===== src/rtl/outer_product_engine.sv =====
// rtl/outer_product_engine.sv - snapshot vector engine streaming quantised outer-product or dot-product results
module outer_product_engine #(
    parameter  int ROWS  = 15,
    parameter  int COLS  = 16,
    parameter  int DW    = 8,
    localparam int SW    = $clog2(2 * DW),
    localparam int ACC_W = 2 * DW + $clog2(ROWS),
    localparam int RW    = (ROWS > 1) ? $clog2(ROWS) : 1,
    localparam int CW    = (COLS > 1) ? $clog2(COLS) : 1
) (
    input  logic                    clk,
    input  logic                    rst_n,
    input  logic                    start,
    input  logic                    mode,
    input  logic [SW-1:0]           shift,
    input  logic [ROWS-1:0][DW-1:0] mat_a,
    input  logic [COLS-1:0][DW-1:0] mat_b,
    output logic                    busy,
    output logic                    out_valid,
    input  logic                    out_ready,
    output logic signed [DW-1:0]    out_data,
    output logic [RW-1:0]           out_row,
    output logic [CW-1:0]           out_col,
    output logic                    out_sat,
    output logic                    done
);
    localparam int IW = $clog2(ROWS + 1);

    if (COLS < ROWS) begin : g_bad_cfg
        $error("outer_product_engine: COLS must be >= ROWS");
    end

    typedef enum logic [2:0] {S_IDLE, S_RUN, S_ACC, S_DRAIN, S_DONE} state_t;

    state_t                  state_q, state_d;
    logic [ROWS-1:0][DW-1:0] a_q, a_d;
    logic [COLS-1:0][DW-1:0] b_q, b_d;
    logic [SW-1:0]           shift_q, shift_d;
    logic [IW-1:0]           i_q, i_d;
    logic [CW-1:0]           j_q, j_d;
    logic signed [ACC_W-1:0] acc_q, acc_d;
    logic                    valid_q, valid_d;
    logic                    sat_q, sat_d;
    logic signed [DW-1:0]    data_q, data_d;
    logic [RW-1:0]           row_q, row_d;
    logic [CW-1:0]           col_q, col_d;

    logic                    load, last_beat, acc_end;
    logic [CW-1:0]           b_idx;
    logic signed [2*DW-1:0]  prod;
    logic signed [ACC_W:0]   q_in, q_rnd, q_sh;
    logic [ACC_W-DW+1:0]     q_hi;
    logic                    q_sat;
    logic signed [DW-1:0]    q_data;

    assign load      = !valid_q || out_ready;
    assign last_beat = (i_q == IW'(ROWS - 1)) && (j_q == CW'(COLS - 1));
    assign acc_end   = (i_q == IW'(ROWS));
    // The dot product walks the diagonal, so b shares the row counter there
    assign b_idx     = (state_q == S_ACC) ? CW'(i_q) : j_q;
    assign prod      = $signed(a_q[i_q]) * $signed(b_q[b_idx]);

    // One guard bit above ACC_W keeps the half-up rounding add from wrapping
    always_comb begin
        q_in  = (state_q == S_ACC) ? (ACC_W + 1)'(acc_q) : (ACC_W + 1)'(prod);
        q_rnd = q_in;
        if (shift_q != '0) begin
            q_rnd = q_in + ((ACC_W + 1)'(1) << (shift_q - SW'(1)));
        end
        q_sh  = q_rnd >>> shift_q;
        q_hi  = q_sh[ACC_W:DW-1];
        q_sat = !((&q_hi) || !(|q_hi));
        if (!q_sat) begin
            q_data = q_sh[DW-1:0];
        end else if (q_sh[ACC_W]) begin
            q_data = {1'b1, {(DW - 1){1'b0}}};
        end else begin
            q_data = {1'b0, {(DW - 1){1'b1}}};
        end
    end

    always_ff @(posedge clk or negedge rst_n) begin
        if (!rst_n) begin
            state_q <= S_IDLE;
        end else begin
            state_q <= state_d;
        end
    end

    always_comb begin
        state_d = state_q;
        case (state_q)
            S_IDLE:  if (start) state_d = mode ? S_ACC : S_RUN;
            S_RUN:   if (load && last_beat) state_d = S_DRAIN;
            S_ACC:   if (acc_end) state_d = S_DRAIN;
            S_DRAIN: if (out_ready) state_d = S_DONE;
            S_DONE:  state_d = S_IDLE;
            default: state_d = S_IDLE;
        endcase
    end

    always_comb begin
        busy = 1'b0;
        done = 1'b0;
        case (state_q)
            S_RUN, S_ACC, S_DRAIN: busy = 1'b1;
            S_DONE:                done = 1'b1;
            default: ;
        endcase
    end

    always_comb begin
        a_d     = a_q;
        b_d     = b_q;
        shift_d = shift_q;
        i_d     = i_q;
        j_d     = j_q;
        acc_d   = acc_q;
        valid_d = valid_q;
        sat_d   = sat_q;
        data_d  = data_q;
        row_d   = row_q;
        col_d   = col_q;
        case (state_q)
            S_IDLE: begin
                if (start) begin
                    a_d     = mat_a;
                    b_d     = mat_b;
                    shift_d = shift;
                    i_d     = '0;
                    j_d     = '0;
                    acc_d   = '0;
                end
            end
            S_RUN: begin
                if (load) begin
                    data_d  = q_data;
                    sat_d   = q_sat;
                    row_d   = RW'(i_q);
                    col_d   = j_q;
                    valid_d = 1'b1;
                    if (j_q == CW'(COLS - 1)) begin
                        j_d = '0;
                        i_d = i_q + IW'(1);
                    end else begin
                        j_d = j_q + CW'(1);
                    end
                end
            end
            S_ACC: begin
                if (acc_end) begin
                    data_d  = q_data;
                    sat_d   = q_sat;
                    row_d   = '0;
                    col_d   = '0;
                    valid_d = 1'b1;
                end else begin
                    acc_d = acc_q + ACC_W'(prod);
                    i_d   = i_q + IW'(1);
                end
            end
            S_DRAIN: begin
                if (out_ready) valid_d = 1'b0;
            end
            default: ;
        endcase
    end

    always_ff @(posedge clk or negedge rst_n) begin
        if (!rst_n) begin
            a_q     <= '0;
            b_q     <= '0;
            shift_q <= '0;
            i_q     <= '0;
            j_q     <= '0;
            acc_q   <= '0;
            valid_q <= 1'b0;
            sat_q   <= 1'b0;
            data_q  <= '0;
            row_q   <= '0;
            col_q   <= '0;
        end else begin
            a_q     <= a_d;
            b_q     <= b_d;
            shift_q <= shift_d;
            i_q     <= i_d;
            j_q     <= j_d;
            acc_q   <= acc_d;
            valid_q <= valid_d;
            sat_q   <= sat_d;
            data_q  <= data_d;
            row_q   <= row_d;
            col_q   <= col_d;
        end
    end

    assign out_valid = valid_q;
    assign out_data  = data_q;
    assign out_row   = row_q;
    assign out_col   = col_q;
    assign out_sat   = sat_q;

endmodule


===== config.mk =====
export PLATFORM = sky130hd
export DESIGN_NAME = outer_product_engine
export DESIGN_NICKNAME = d
export VERILOG_FILES = /design/src/rtl/outer_product_engine.sv
export SDC_FILE = /design/constraint.sdc
export NUM_CORES = 1
export LEC_CHECK = 0
export ABC_CLOCK_PERIOD_IN_PS = 35900
export CAP_MARGIN = 20
export CORE_AREA = 2 2 249 275
export CTS_BUF_LIST = sky130_fd_sc_hd__clkbuf_16
export CTS_CLUSTER_DIAMETER = 60
export DETAILED_ROUTE_END_ITERATION = 7
export DIE_AREA = 0 0 251 277
export PLACE_DENSITY = 0.55
export REMOVE_ABC_BUFFERS = 1
export SLEW_MARGIN = 20
export SYNTH_ARGS = -nofsm -noshare
export SYNTH_HDL_FRONTEND = slang
export SYNTH_SLANG_ARGS = --single-unit

===== constraint.sdc =====
create_clock -name clk -period 35.9 [get_ports clk]
set_input_delay 3.59 -clock clk [delete_from_list [all_inputs] [get_ports clk]]
set_output_delay 3.59 -clock clk [all_outputs]
set_load 0.01 [all_outputs]

==> impl_metrics.csv, run 1 <==
group,metric,value,unit
run_status,status,"complete, no violations",
flow_run,cap_violations,0,
sta,period_share,34.16,%
die,io_pins,277,
worst_setup_path,crit_top_cell,"fa_1",
routing,wl_per_cell,19.70,µm
finish,drive_above_1_share,22.20,%
die,coreArea,67060,µm²
finish,layout.cells.most_common_list,"dfrtp_1, clkdlybuf4s50_1, mux2_2, nand2_1, inv_1",
clocking,htree_levels,2,
finish,fin_util,37.11,%
die,die_area,69530,µm²
die,die-height,277,µm
synth,ys_types,91,
worst_setup_path,worst_ep_required_time,36.33,ns
die,start_util,29.55,%
routing,viasPerCell,5.141,
die,rows,100,
synth,yosysSeqAreaShare,38.01,%
global_routing,gr-total-overflow,0,
global_routing,grt_pass1_vias,15967,
clocking,clock_latency,0.58,ns
global_routing,grt_start_max_net_pins,176,
synth,synth_ff_type,"dfrtp_1",
worst_setup_path,path_class,"register to register",
finish,final_common_cell,"dfrtp_1",
placement,placement.io_buffers,276,
worst_setup_path,cpPeakStageDelay,0.76,ns
sta,setup_viol,0,
global_routing,use_met2,28.97,%
worst_hold_path,holdCritPathClass,"register to register",
clocking,clk_pin_slew_worst_paths,0.06,ns
clocking,cts_tree,"done",
global_routing,grt-busiest-layer,"met2",
synth,synth_edf_count,0,
finish,fill_cells,6609,
worst_setup_path,start_kind,"register",
synth,synthCells,1776,
global_routing,track_usage,16.56,%
placement,dp_hpwl,42530,µm
routing,ant_nets,0,
clocking,clockBufferDepth,3,
sta,hold_viol_final,0,
worst_setup_path,slowest_stage,"a2111oi_0",
routing,drtPass1Iterations,5,
worst_setup_path,path_max_fanout,32,
synth,yosys_register_bits,301,
sta,tightest_slew,1.177,ns
synth,syn_area,19820,µm²
placement,globalplace.congestion,0.8692,
clocking,cts-root-buf,"clkbuf_16",
routing,drt_wl_total,57710,µm
global_routing,met1_usage,21.07,%
sta,fin_worst_skew,0.03344,ns
global_routing,grt_pass1_wl,91330,µm
clocking,postCtsHoldBufs,0,
routing,drtIter0Drc,920,
sta,finalSetupTns,0,ns
sta,layout_min_cycle_time,12.26,ns
sta,fmax,81.55,MHz
finish,area_growth,25.59,%
global_routing,antenna_found_initial,5,
sta,worst_slack,23.64,ns
finish,nNetsFinal,2411,
die,die_x,251,µm
clocking,post_cts_resized,0,
global_routing,grt.met3_usage,2.792,%
placement,pre_cts_slack,23.65,ns
sta,hold_ws,0.4815,ns
finish,multi_input_comb_area,11600,µm²
finish,regArea,7535,µm²
clocking,cts_sinks,301,
clocking,cts_setup_buffers,0,
sta,maxSlewHeadroom,21.53,%
sta,rsz0062_at_grt,"false",
worst_setup_path,endpoint_kind,"register",
clocking,cts_buffers,40,
routing,remaining_drc_errors,0,
synth,yosysWarnings,0,
routing,vias,15058,
synth,async_reset_ff_share,100.0,%
worst_setup_path,arrival,12.69,ns
sta,final_max_slew_viol_count,0,
synth,postSynthAreaPerCell,11.16,µm²
==> critical path: cells and delay by family, from the launching register on <==
family / cells / cell delay [ns]
adders and majority gates: 6 / 2.53
and+or+nand+nor: 9 / 2.31
buffers and inverters: 5 / 1.08
xor gates and xnor gates: 1 / 0.17
AOI/OAI and AO/OA: 11 / 3.78
DFF: 1 / 0.60
muxes: 4 / 1.52
==> state kept, by name, indices dropped and copies added, names as in the netlist, 3 cells and up <==
name      cells
a_q         120
j_q           4
shift_q       4
b_q         128
i_q           4
out_data      8
out_row       4
out_col       4
state_q       3
acc_q        20
==> cell usage after synthesis, drive strengths merged, types with 17 or more instances <==
master	instances	share of area [%]
a211oi	20	0.78
a21oi	53	1.4
and2	51	1.6
clkbuf	71	1.3
dfrtp	301	38
fa	58	5.9
ha	67	4.2
inv	108	2.0
mux2	258	15
mux2i	36	1.8
mux4	68	7.7
nand2	132	2.5
nand3	31	0.78
nor2	107	2.0
nor3	31	0.86
o21ai	83	2.1
xnor2	22	0.97
xor2	17	0.75
==> cells by family after synthesis <==
logic type	after synthesis	share of synthesized area (%)
buffers and inverters	197	3.751
DFF	301	38.01
muxes	362	24.25
adders and majority gates	125	10.09
AOI/OAI and AO/OA	318	11.60
xor gates and xnor gates	39	1.724
and+or+nand+nor	434	10.58
==> final timing paths <==
check	cells past startpoint	slack [ns]	to	from
min	2	0.48	out_data[7]	out_data[7]
min in group asynchronous	1	3.01	shift_q[2]	rst_n
min reg2reg	2	0.48	out_data[7]	out_data[7]
max	36	23.64	out_data[0]	state_q[0]
max in group asynchronous	2	31.37	b_q[66]	rst_n
max reg2reg	36	23.64	out_data[0]	state_q[0]
==> through the flow <==
stage          cell area (µm²)  std cells
2_1_floorplan            19490       1689
3_3_place_gp             23560       2852
3_5_place_dp             23560       2852
4_1_cts                  24830       2924
5_1_grt                  24890       2929
6_report                 24890       2929
==> routing by layer <==
| metal | up-vias | routed length [µm] |
|---|---|---|
| li1 | 6984 | - |
| met1 | 7668 | 24710 |
| met2 | 327 | 29360 |
| met3 | 75 | 2417 |
| met4 | 4 | 1202 |
| met5 | - | 21 |
==> layout make-up <==
class	instances	share of cell area, %
clock buffers	40	4.022
flip-flops and latches	301	30.28
diodes	3	0.03016
repair buffers	298	11.97
inverters	110	1.659
clock inverters	32	1.096
well taps	867	4.359
multi-input cells	1278	46.59
Power of run 1 is not shown: default switching activity piles up to over one toggle a cycle in this logic, so the estimate is an artifact.
==> run 2, diff against run 1 <==
Settings changed: ABC_CLOCK_PERIOD_IN_PS 35900 to 10210, PLACE_DENSITY 0.55 to 0.56.
Clock period 35.9 ns to 10.21 ns, I/O delays scaled along.
==> impl_metrics.csv, run 2 (same netlist as run 1, synthesis figures left out) <==
group,metric,value,unit
clocking,htree_levels,2,
worst_setup_path,start_kind,"register",
worst_setup_path,endpoint_kind,"register",
sta,fmax,102.4,MHz
finish,area_growth,30.41,%
worst_setup_path,path_class,"register to register",
finish,largest_reg_flops,128,
worst_setup_path,crit_family,"compound AO/OA/AOI/OAI gates",
sta,final_max_slew_viol_count,0,
global_routing,track_usage,16.40,%
sta,hold_viol_final,0,
sta,fin_worst_skew,0.01570,ns
worst_setup_path,arrival,10.19,ns
die,rows,100,
worst_setup_path,rr_worst_depth,40,
die,die_area,69530,µm²
finish,fin_util,38.53,%
flow_run,cap_violations,0,
worst_setup_path,path_depth,40,
finish,final_common_cell,"dfrtp_1",
routing,drtIter0Drc,790,
routing,vias,15132,
clocking,clock_latency,0.56,ns
global_routing,grt_pass1_vias,15909,
clocking,clk_pin_slew_worst_paths,0.06,ns
worst_setup_path,cpPeakStageDelay,0.53,ns
worst_setup_path,crit_buf_inv,7,
sta,tightest_slew,1.070,ns
routing,drtPass1Iterations,5,
clocking,cts_sinks,301,
sta,layout_min_cycle_time,9.761,ns
routing,drt_wl_total,57760,µm
die,die-height,277,µm
placement,globalplace.congestion,0.8876,
global_routing,antenna_found_initial,2,
finish,nNetsFinal,2475,
global_routing,gr-total-overflow,0,
sta,period_share,95.60,%
placement,dp_hpwl,42560,µm
routing,viasPerCell,5.059,
routing,remaining_drc_errors,0,
die,io_pins,277,
worst_setup_path,r2r_end,"out_data[2]",
worst_setup_path,path_max_fanout,10,
sta,maxSlewHeadroom,28.69,%
worst_setup_path,slowest_stage,"fa_1",
routing,wl_per_cell,19.31,µm
global_routing,grt_pass1_wl,90990,µm
run_status,status,"complete, no violations",
clocking,cts-root-buf,"clkbuf_16",
clocking,cts_buffers,38,
die,coreArea,67060,µm²
sta,setup_viol,0,
global_routing,grt_start_max_net_pins,167,
finish,reg.largest.list,"b_q (128), a_q (120), acc_q (20)",
finish,regMostFlops,"b_q",
placement,placement.io_buffers,276,
clocking,postCtsHoldBufs,0,
worst_setup_path,worst_ep_required_time,10.64,ns
finish,layout.cells.most_common_list,"dfrtp_1, clkdlybuf4s50_1, mux2_2, nand2_1, inv_1",
sta,finalSetupTns,0,ns
worst_setup_path,worstReg2RegStart,"state_q[2]",
clocking,cts_tree,"done",
die,die_x,251,µm
die,start_util,29.55,%
clocking,clockBufferDepth,3,
finish,drive_above_1_share,26.91,%
worst_hold_path,holdCritPathClass,"primary input to async pin",
worst_setup_path,r2r_slack,0.45,ns
routing,ant_nets,0,
[run 2: worst max path at each step]
stage	from	endpoint	slack, ns
after detailed placement	state_q[0]	out_data[4]	-0.29
final	state_q[2]	out_data[2]	0.45
after floorplan	state_q[0]	out_data[2]	-2.91
after CTS	state_q[0]	out_data[2]	0.002
after global routing	state_q[2]	out_data[2]	-0.03
after global placement	state_q[0]	out_data[4]	-0.07
[run 2: final cells by class]
cell class | count | area, µm²
multi-input combinational | 1278 | 12000
tap | 867 | 1085
antenna | 2 | 5.005
timing repair buffer | 364 | 3582
inverter | 110 | 412.9
sequential | 301 | 7535
clock inverter | 30 | 242.7
fill | 6538 | 41220
clock buffer | 39 | 975.9
[run 2: repair_timing]
item / 4_1_cts / 5_1_grt
cloned: 1 / 2
buffers inserted: 2 / 13
resized for setup: 13 / 63
setup endpoints to repair: 8 / 8
pin swaps: 1 / 18
[run 2: layer usage]
| metal | wire [µm] | track usage [%] | up-vias |
|---|---|---|---|
| li1 | - | - | 7110 |
| met1 | 24420 | 20.59 | 7648 |
| met2 | 29910 | 29.41 | 302 |
| met3 | 2414 | 2.632 | 72 |
| met4 | 1017 | 3.739 | 0 |
| met5 | 0 | 0 | - |
[run 2: metrics by stage]
stage / hold WS, ns / cells / area, µm² / setup slack, ns
global placement: 0.4605 / 2902 / 24000 / -0.07115
global route: 0.4852 / 2991 / 25840 / -0.03406
detailed placement: 0.4737 / 2902 / 24000 / -0.2863
CTS: 0.4597 / 2974 / 25330 / 0.002274
floorplan: 0.4505 / 1689 / 19490 / -2.910
finish: 0.4508 / 2991 / 25840 / 0.4489
Power of run 2 is left out for the same reason.
==> run 3, diff against run 2 <==
Settings changed: MAX_ROUTING_LAYER set to met4.
==> impl_metrics.csv, run 3 (same netlist as run 1, synthesis figures left out) <==
group,metric,value,unit
placement,globalplace.congestion,0.9295,
clocking,clock_latency,0.56,ns
worst_setup_path,crit_path_start,"state_q[2]",
finish,stdcell_count,2994,
placement,dp_cells,2899,
sta,hold_viol_final,0,
sta,maxSlewHeadroom,34.05,%
worst_setup_path,cpPeakStageDelay,0.56,ns
finish,final_common_cell,"dfrtp_1",
die,die_area,69530,µm²
finish,layout.cells.most_common_list,"dfrtp_1, clkdlybuf4s50_1, mux2_2, nand2_1, inv_1",
sta,final_max_slew_viol_count,0,
die,coreArea,67060,µm²
worst_setup_path,r2r_end,"out_data[2]",
worst_setup_path,worstReg2RegStart,"state_q[2]",
worst_setup_path,worst_ep_required_time,10.63,ns
worst_setup_path,slowest_stage,"or4b_1",
clocking,htree_levels,2,
placement,placement.io_buffers,276,
clocking,cts_sinks,301,
die,die_x,251,µm
finish,nNetsFinal,2476,
global_routing,gr-total-overflow,0,
global_routing,track_usage,16.83,%
routing,remaining_drc_errors,0,
routing,ant_nets,0,
finish,regMostFlops,"b_q",
routing,drtIter0Drc,924,
finish,area_growth,30.65,%
global_routing,antenna_found_initial,5,
routing,drt_wl_total,58130,µm
die,rows,100,
sta,layout_min_cycle_time,9.835,ns
worst_setup_path,r2r_slack,0.37,ns
worst_setup_path,path_max_fanout,11,
clocking,cts_buffers,39,
sta,tightest_slew,0.9856,ns
clocking,clockBufferDepth,3,
die,io_pins,277,
die,die-height,277,µm
placement,dp_hpwl,42570,µm
routing,drtPass1Iterations,5,
flow_run,cap_violations,0,
clocking,cts_tree,"done",
global_routing,grt_start_max_net_pins,209,
worst_hold_path,holdCritPathClass,"primary input to async pin",
clocking,clk_pin_slew_worst_paths,0.06,ns
finish,largest_reg_flops,128,
sta,fin_worst_skew,0.01740,ns
clocking,cts-root-buf,"clkbuf_16",
sta,period_share,96.33,%
placement,pre_cts_slack,-0.1051,ns
finish,multi_input_comb_area,11930,µm²
die,start_util,29.55,%
finish,fill_cells,6535,
finish,reg.largest.list,"b_q (128), a_q (120), acc_q (20)",
worst_setup_path,path_class,"register to register",
finish,fin_area,25890,µm²
sta,fmax,101.7,MHz
run_status,status,"complete, no violations",
global_routing,grt_pass1_wl,90890,µm
routing,vias,15228,
worst_setup_path,arrival,10.26,ns
sta,worst_slack,0.3749,ns
worst_setup_path,start_kind,"register",
worst_setup_path,endpoint_kind,"register",
placement,postPlaceCellArea,23990,µm²
worst_setup_path,rr_worst_depth,42,
routing,viasPerCell,5.086,
finish,drive_above_1_share,26.71,%
global_routing,grt_pass1_vias,16022,
finish,regArea,7535,µm²
sta,setup_viol,0,
sta,finalSetupTns,0,ns
routing,wl_per_cell,19.42,µm
## run 3: metrics by stage
stage	hold slack (ns)	utilization, %
floorplan	0.4505	-
global placement	0.4672	35.77
detailed placement	0.4775	35.77
CTS	0.4390	37.70
global route	0.4659	38.61
finish	0.4357	38.61
## run 3: worst max-delay path by stage
stage / endpoint / slack [ns] / depth (start not counted)
floorplan: out_data[2] / -2.91 / 37
global placement: out_data[4] / -0.1 / 38
detailed placement: out_data[4] / -0.11 / 39
CTS: out_data[4] / 0.007 / 37
global route: out_data[2] / -0.10 / 43
finish: out_data[2] / 0.37 / 42
## run 3: area by class of cell
| class | count | share of cell area (%) |
|---|---|---|
| inverters | 110 | 1.595 |
| flip-flops and latches | 301 | 29.10 |
| well taps | 867 | 4.190 |
| clock buffers | 40 | 3.866 |
| clock inverters | 30 | 1.097 |
| repair buffers | 364 | 14.03 |
| multi-input cells | 1278 | 46.08 |
| diodes | 4 | 0.03866 |
## run 3: what timing repair did
| action | 4_1_cts | 5_1_grt |
|---|---|---|
| pin swaps | 0 | 22 |
| hold buffers | 0 | 0 |
| buffers inserted | 0 | 17 |
| gates cloned | 0 | 3 |
| endpoints found under the setup margin | 6 | 8 |
| gates resized for setup | 3 | 61 |
## run 3: critical path: cells and delay by family, from the launching register on
family,cells,cell delay [ns]
simple gates,12,2.41
fa+ha+maj,6,2.42
buf+inv,9,0.98
xor+xnor,1,0.13
flops,1,0.39
mux,3,1.05
compound gates,11,2.27
## run 3: layer usage
layer	track usage (%)	up-vias	routed length, µm
met5	-	-	0
met4	4.441	0	1166
met3	2.284	81	2145
met2	29.02	321	30110
met1	20.70	7681	24710
li1	-	7145	-
Power of run 3 is left out for the same reason.
